==> src/rtl/mem_port_arbiter_pkg.sv <==
// mem_port_arbiter_pkg: shared FSM states, owner encoding and default memory widths
package mem_port_arbiter_pkg;
    typedef enum logic [1:0] {IDLE, BUSY, RESP} stateT;
    localparam logic OWN_I = 1'b0;
    localparam logic OWN_D = 1'b1;
    localparam int DEF_LINE_W = 128;
    localparam int DEF_ADDR_W = 32;
endpackage

==> src/rtl/mem_port_arbiter_rr_arb2.sv <==
// rr_arb2: two-way round-robin grant, ties go to whichever side was not served last
module rr_arb2
    import mem_port_arbiter_pkg::*;
(
    input  logic clk,
    input  logic rst,
    input  logic reqI,
    input  logic reqD,
    input  logic update,
    input  logic updOwner,
    output logic gntValid,
    output logic gntOwner
);
    logic lastGnt;
    always_ff @(posedge clk)
        if (rst) lastGnt <= OWN_I;
        else if (update) lastGnt <= updOwner;
    assign gntValid = reqI | reqD;
    assign gntOwner = (reqI & reqD) ? ~lastGnt : reqD;
endmodule

==> src/rtl/mem_port_arbiter.sv <==
// mem_port_arbiter: serialises I-cache and D-cache line transactions onto one memory port
module mem_port_arbiter
    import mem_port_arbiter_pkg::*;
#(
    parameter int ADDR_W  = DEF_ADDR_W,
    parameter int LINE_W  = DEF_LINE_W,
    parameter int TIMEOUT = 255
)(
    input  logic              clk,
    input  logic              rst,
    input  logic              i_req,
    input  logic [ADDR_W-1:0] i_addr,
    output logic              i_done,
    output logic [LINE_W-1:0] i_rdata,
    input  logic              d_req,
    input  logic              d_we,
    input  logic [ADDR_W-1:0] d_addr,
    input  logic [LINE_W-1:0] d_wdata,
    output logic              d_done,
    output logic [LINE_W-1:0] d_rdata,
    output logic              mem_req,
    output logic              mem_we,
    output logic [ADDR_W-1:0] mem_addr,
    output logic [LINE_W-1:0] mem_wdata,
    input  logic              mem_ready,
    input  logic [LINE_W-1:0] mem_rdata,
    output logic              i_stall,
    output logic              d_stall,
    output logic              cache_stall,
    output logic              err
);
    localparam int CW = $clog2(TIMEOUT + 1);
    localparam logic [CW-1:0] TMO = CW'(TIMEOUT);
    stateT state;
    logic owner;
    logic [CW-1:0] wdCount;
    logic gntValid, gntOwner;
    rr_arb2 uArb (
        .clk      (clk),
        .rst      (rst),
        .reqI     (i_req),
        .reqD     (d_req),
        .update   (state == BUSY && mem_ready),
        .updOwner (owner),
        .gntValid (gntValid),
        .gntOwner (gntOwner)
    );
    always_ff @(posedge clk) begin
        if (rst) begin
            state     <= IDLE;
            owner     <= OWN_I;
            mem_req   <= 1'b0;
            mem_we    <= 1'b0;
            mem_addr  <= '0;
            mem_wdata <= '0;
            i_done    <= 1'b0;
            d_done    <= 1'b0;
            i_rdata   <= '0;
            d_rdata   <= '0;
            err       <= 1'b0;
            wdCount   <= '0;
        end else begin
            case (state)
                IDLE: if (gntValid) begin
                    owner     <= gntOwner;
                    mem_req   <= 1'b1;
                    mem_we    <= gntOwner & d_we;
                    mem_addr  <= gntOwner ? d_addr : i_addr;
                    mem_wdata <= gntOwner ? d_wdata : '0;
                    wdCount   <= '0;
                    state     <= BUSY;
                end
                BUSY: if (mem_ready) begin
                    mem_req <= 1'b0;
                    i_done  <= owner == OWN_I;
                    d_done  <= owner == OWN_D;
                    if (owner == OWN_I) i_rdata <= mem_rdata;
                    else if (!mem_we) d_rdata <= mem_rdata;
                    state   <= RESP;
                end else begin
                    // err rises on the edge that completes the TIMEOUT-th stalled BUSY cycle
                    if (wdCount != TMO) wdCount <= wdCount + 1'b1;
                    if (wdCount >= TMO - 1'b1) err <= 1'b1;
                end
                RESP: begin
                    i_done <= 1'b0;
                    d_done <= 1'b0;
                    state  <= IDLE;
                end
                default: state <= IDLE;
            endcase
        end
    end
    assign i_stall     = i_req & ~i_done;
    assign d_stall     = d_req & ~d_done;
    assign cache_stall = i_stall | d_stall;
endmodule

==> config.mk <==
export PLATFORM = sky130hd
export DESIGN_NAME = mem_port_arbiter
export DESIGN_NICKNAME = d
export VERILOG_FILES = /design/src/rtl/mem_port_arbiter_pkg.sv /design/src/rtl/mem_port_arbiter_rr_arb2.sv /design/src/rtl/mem_port_arbiter.sv
export SDC_FILE = /design/constraint.sdc
export NUM_CORES = 1
export LEC_CHECK = 0
export CORE_AREA = 5 5 289 291
export CTS_CLUSTER_SIZE = 30
export DETAILED_ROUTE_END_ITERATION = 7
export DIE_AREA = 0 0 294 296
export PLACE_DENSITY = 0.47
export SYNTH_ARGS = -nofsm -noshare
export SYNTH_HDL_FRONTEND = slang
export SYNTH_SLANG_ARGS = --single-unit
==> constraint.sdc <==
create_clock -name clk -period 4.35 [get_ports clk]
set_clock_uncertainty 0.2 [all_clocks]
set_input_delay 0.435 -clock clk [delete_from_list [all_inputs] [get_ports clk]]
set_output_delay 0.435 -clock clk [all_outputs]
set_load 0.01 [all_outputs]
==> results.yml <==
outcome:
  outcome: "complete, no violations"
clock_tree:
  clkSlewWorstSetupHoldPaths_ns: 0.06
  clk_latency_ns: 0.57
  cts_post_setup_buffers_inserted: 0
  clock_sinks: 433
  clock_path_buffers: 3
  cts_tree: "built"
  htree_levels: 2
  cts_resized: 0
  cts_hold_buf: 0
  cts_root_buffer: "clkbuf_16"
  cts_buffers: 52
floorplan:
  io-pin-count: 750
  rows: 104
  fp.dieW_um: 294
  initial_core_util: 0.191
  fp.coreArea_sq_um: 80300
  dieArea_sq_um: 87000
  fp.dieH_um: 296
setup_path:
  path_max_fanout: 63
  crit_type: "reg -> reg"
  cp-start-kind: "flop"
  end_kind: "flop"
  required_ns: 4.65
  cp.arrival_ns: 2.90
  critical_path.top_delay_family: "simple AND/OR/NAND/NOR gates"
  path_cells: "nand3b_4, nand2b_4, buf_4, nand2_1, a21oi_1"
  critical_path.max_stage_delay_ns: 0.69
  crit_buf_inv: 1
  slowest_stage: "nand2b_4"
route:
  num_vias: 15000
  vias_per_cell: 4.21
  drc: 0
  dr.pass1.iters: 5
  drt-initial-drc-count: 587
  detail-route-antenna-nets: 0
  wl_per_cell_um: 18.9
  wirelength_mm: 67.5
cells_and_area:
  fin_area_sq_um: 25400
  fin_cells: 3563
  fin_util: 0.316
  area_delta_synth_final_pct: 65.6
  nets: 2788
  drive_gt1_frac: 0.0432
placement:
  io_buffers: 749
  dp_slack_ns: 1.24
  routabilityCongestion: 0.799
  dpl_cell_area_sq_um: 23600
  dp_hpwl_mm: 49.5
  dp.cells: 3466
hold_path:
  hold_path_class: "in -> reg"
synthesis:
  synth-async-reset-ratio: 0
  synth_top_cell_area_share: 0.566
  synth_common_cells: "nand2_1, dfxtp_1, a21oi_1"
  syn_inst: 1792
  syn_nets: 2120
  netlist_area_sq_um: 15300
  ys_ff_latch: 433
  ys.flop_type: "dfxtp_1"
  synth.yosys.warnings: 0
  synth_edf_count: 0
  synth_area_per_cell_sq_um: 8.55
  synth_most_common_cell: "nand2_1"
  synth.distinct_cells: 40
  synth_area_leader_cell: "dfxtp_1"
  yosysSeqAreaShare: 0.566
  synth_area_leaders: "dfxtp_1, nand2_1, a21oi_1"
pwr:
  ir_drop_mv: 0.241
  clock_power_share: 0.438
  p_sw_mw: 2.53
  total_power_mw: 10.1
  pwr_density_cell_nw_per_um2: 398
  p_sw_frac: 0.251
  combPwrFrac: 0.140
  internal-power_mw: 7.56
  p_leak_nw: 8.83
  p_seq_frac: 0.422
global_routing:
  grt_pass1_vias: 15000
  met3_usage: 0.0577
  grt_use_met1: 0.160
  top_usage_layer: "met2"
  grtUsageMet2: 0.246
  grt_overflow: 0
  grt_pass1_wl_mm: 96.9
  grt_max_degree: 167
  track_usage: 0.143
  antenna_found_initial: 8
sta:
  slew_headroom: 0.358
  rsz0062_at_grt: "false"
  fmax_mhz: 384
  drv_slew: 0
  tightest_slew_ns: 0.963
  setup_ws_ns: 1.75
  period_share: 0.598
  hold_slack_ns: 0.0353
  finalSetupTns_ns: 0
  final-hold-violation-count: 0
  fin_crit_ns: 2.60
  finalSetupViolCount: 0
job:
  drv_cap: 0
[layer usage]
| layer | vias to the layer above | wire length, um | share of wire |
|---|---|---|---|
| met5 | - | 63 | 0.00093 |
| met4 | 10 | 2380 | 0.035 |
| met3 | 114 | 6590 | 0.098 |
| met2 | 554 | 32800 | 0.49 |
| met1 | 6962 | 25700 | 0.38 |
| li1 | 7358 | - | - |
[final cells by class]
type                       instances  area, sq um
antenna                            3         7.51
fill                            8407        54900
multi-input combinational       1202         5910
inverter                           8         30.0
tap                             1060         1330
sequential                       433         8670
timing repair buffer             763         7690
clock inverter                    16          201
clock buffer                      78         1540
[sequential cells by signal, summed over array words and instances (netlist names)]
name / flops
uArb.lastGnt: 1
i_done: 1
mem_addr: 32
i_rdata: 128
d_rdata: 128
wdCount: 8
owner: 1
mem_we: 1
mem_wdata: 128
err: 1
d_done: 1
mem_req: 1
state: 2
[power groups by stage]
stage,clock [mW],combinational [mW],sequential [mW]
detailed placement,0,1.43,4.35
CTS,4.61,1.44,4.26
global route,4.76,1.52,4.28
finish,4.42,1.41,4.26
floorplan,0,0.498,4.41
global placement,0,1.42,4.34
[worst paths after layout]
kind,cells past startpoint,slack (ns),startpoint,end
max reg2reg,5,1.75,state[1],i_rdata[79]
min,2,0.04,rst,d_rdata[59]
min reg2reg,2,0.25,d_rdata[85],d_rdata[85]
max,5,1.75,state[1],i_rdata[79]
[cell families (layout without fill, tap and decap cells)]
| kind of cell | after synthesis | after routing | share of synthesized area |
|---|---|---|---|
| and+or+nand+nor | 718 | 718 | 0.182 |
| AOI/OAI and AO/OA | 450 | 450 | 0.177 |
| DFF | 433 | 433 | 0.566 |
| buffers and inverters | 157 | 865 | 0.0526 |
| muxes | 32 | 32 | 0.0209 |
| adders and majority gates | 2 | 2 | 0.00163 |
| other | 0 | 3 | 0 |
[placed cells by master (no fill, tap or decap), drive strengths merged, types with 2 or more instances in the layout]
cell,count
clkdlybuf4s50,748
nand2,517
dfxtp,433
a21oi,263
nor2,175
a22oi,131
clkbuf,78
a211oi,35
mux2i,32
buf,15
inv,12
clkinv,7
o21ai,6
nor3,5
a31oi,4
bufinv,4
diode,3
nand2b,3
or3,3
and4,2
and3,2
nand3,2
a41oi,2
o41ai,2
nor2b,2
ha,2
nor3b,2
o211ai,2
No activity file was read; power rests on OpenSTA's default activity.
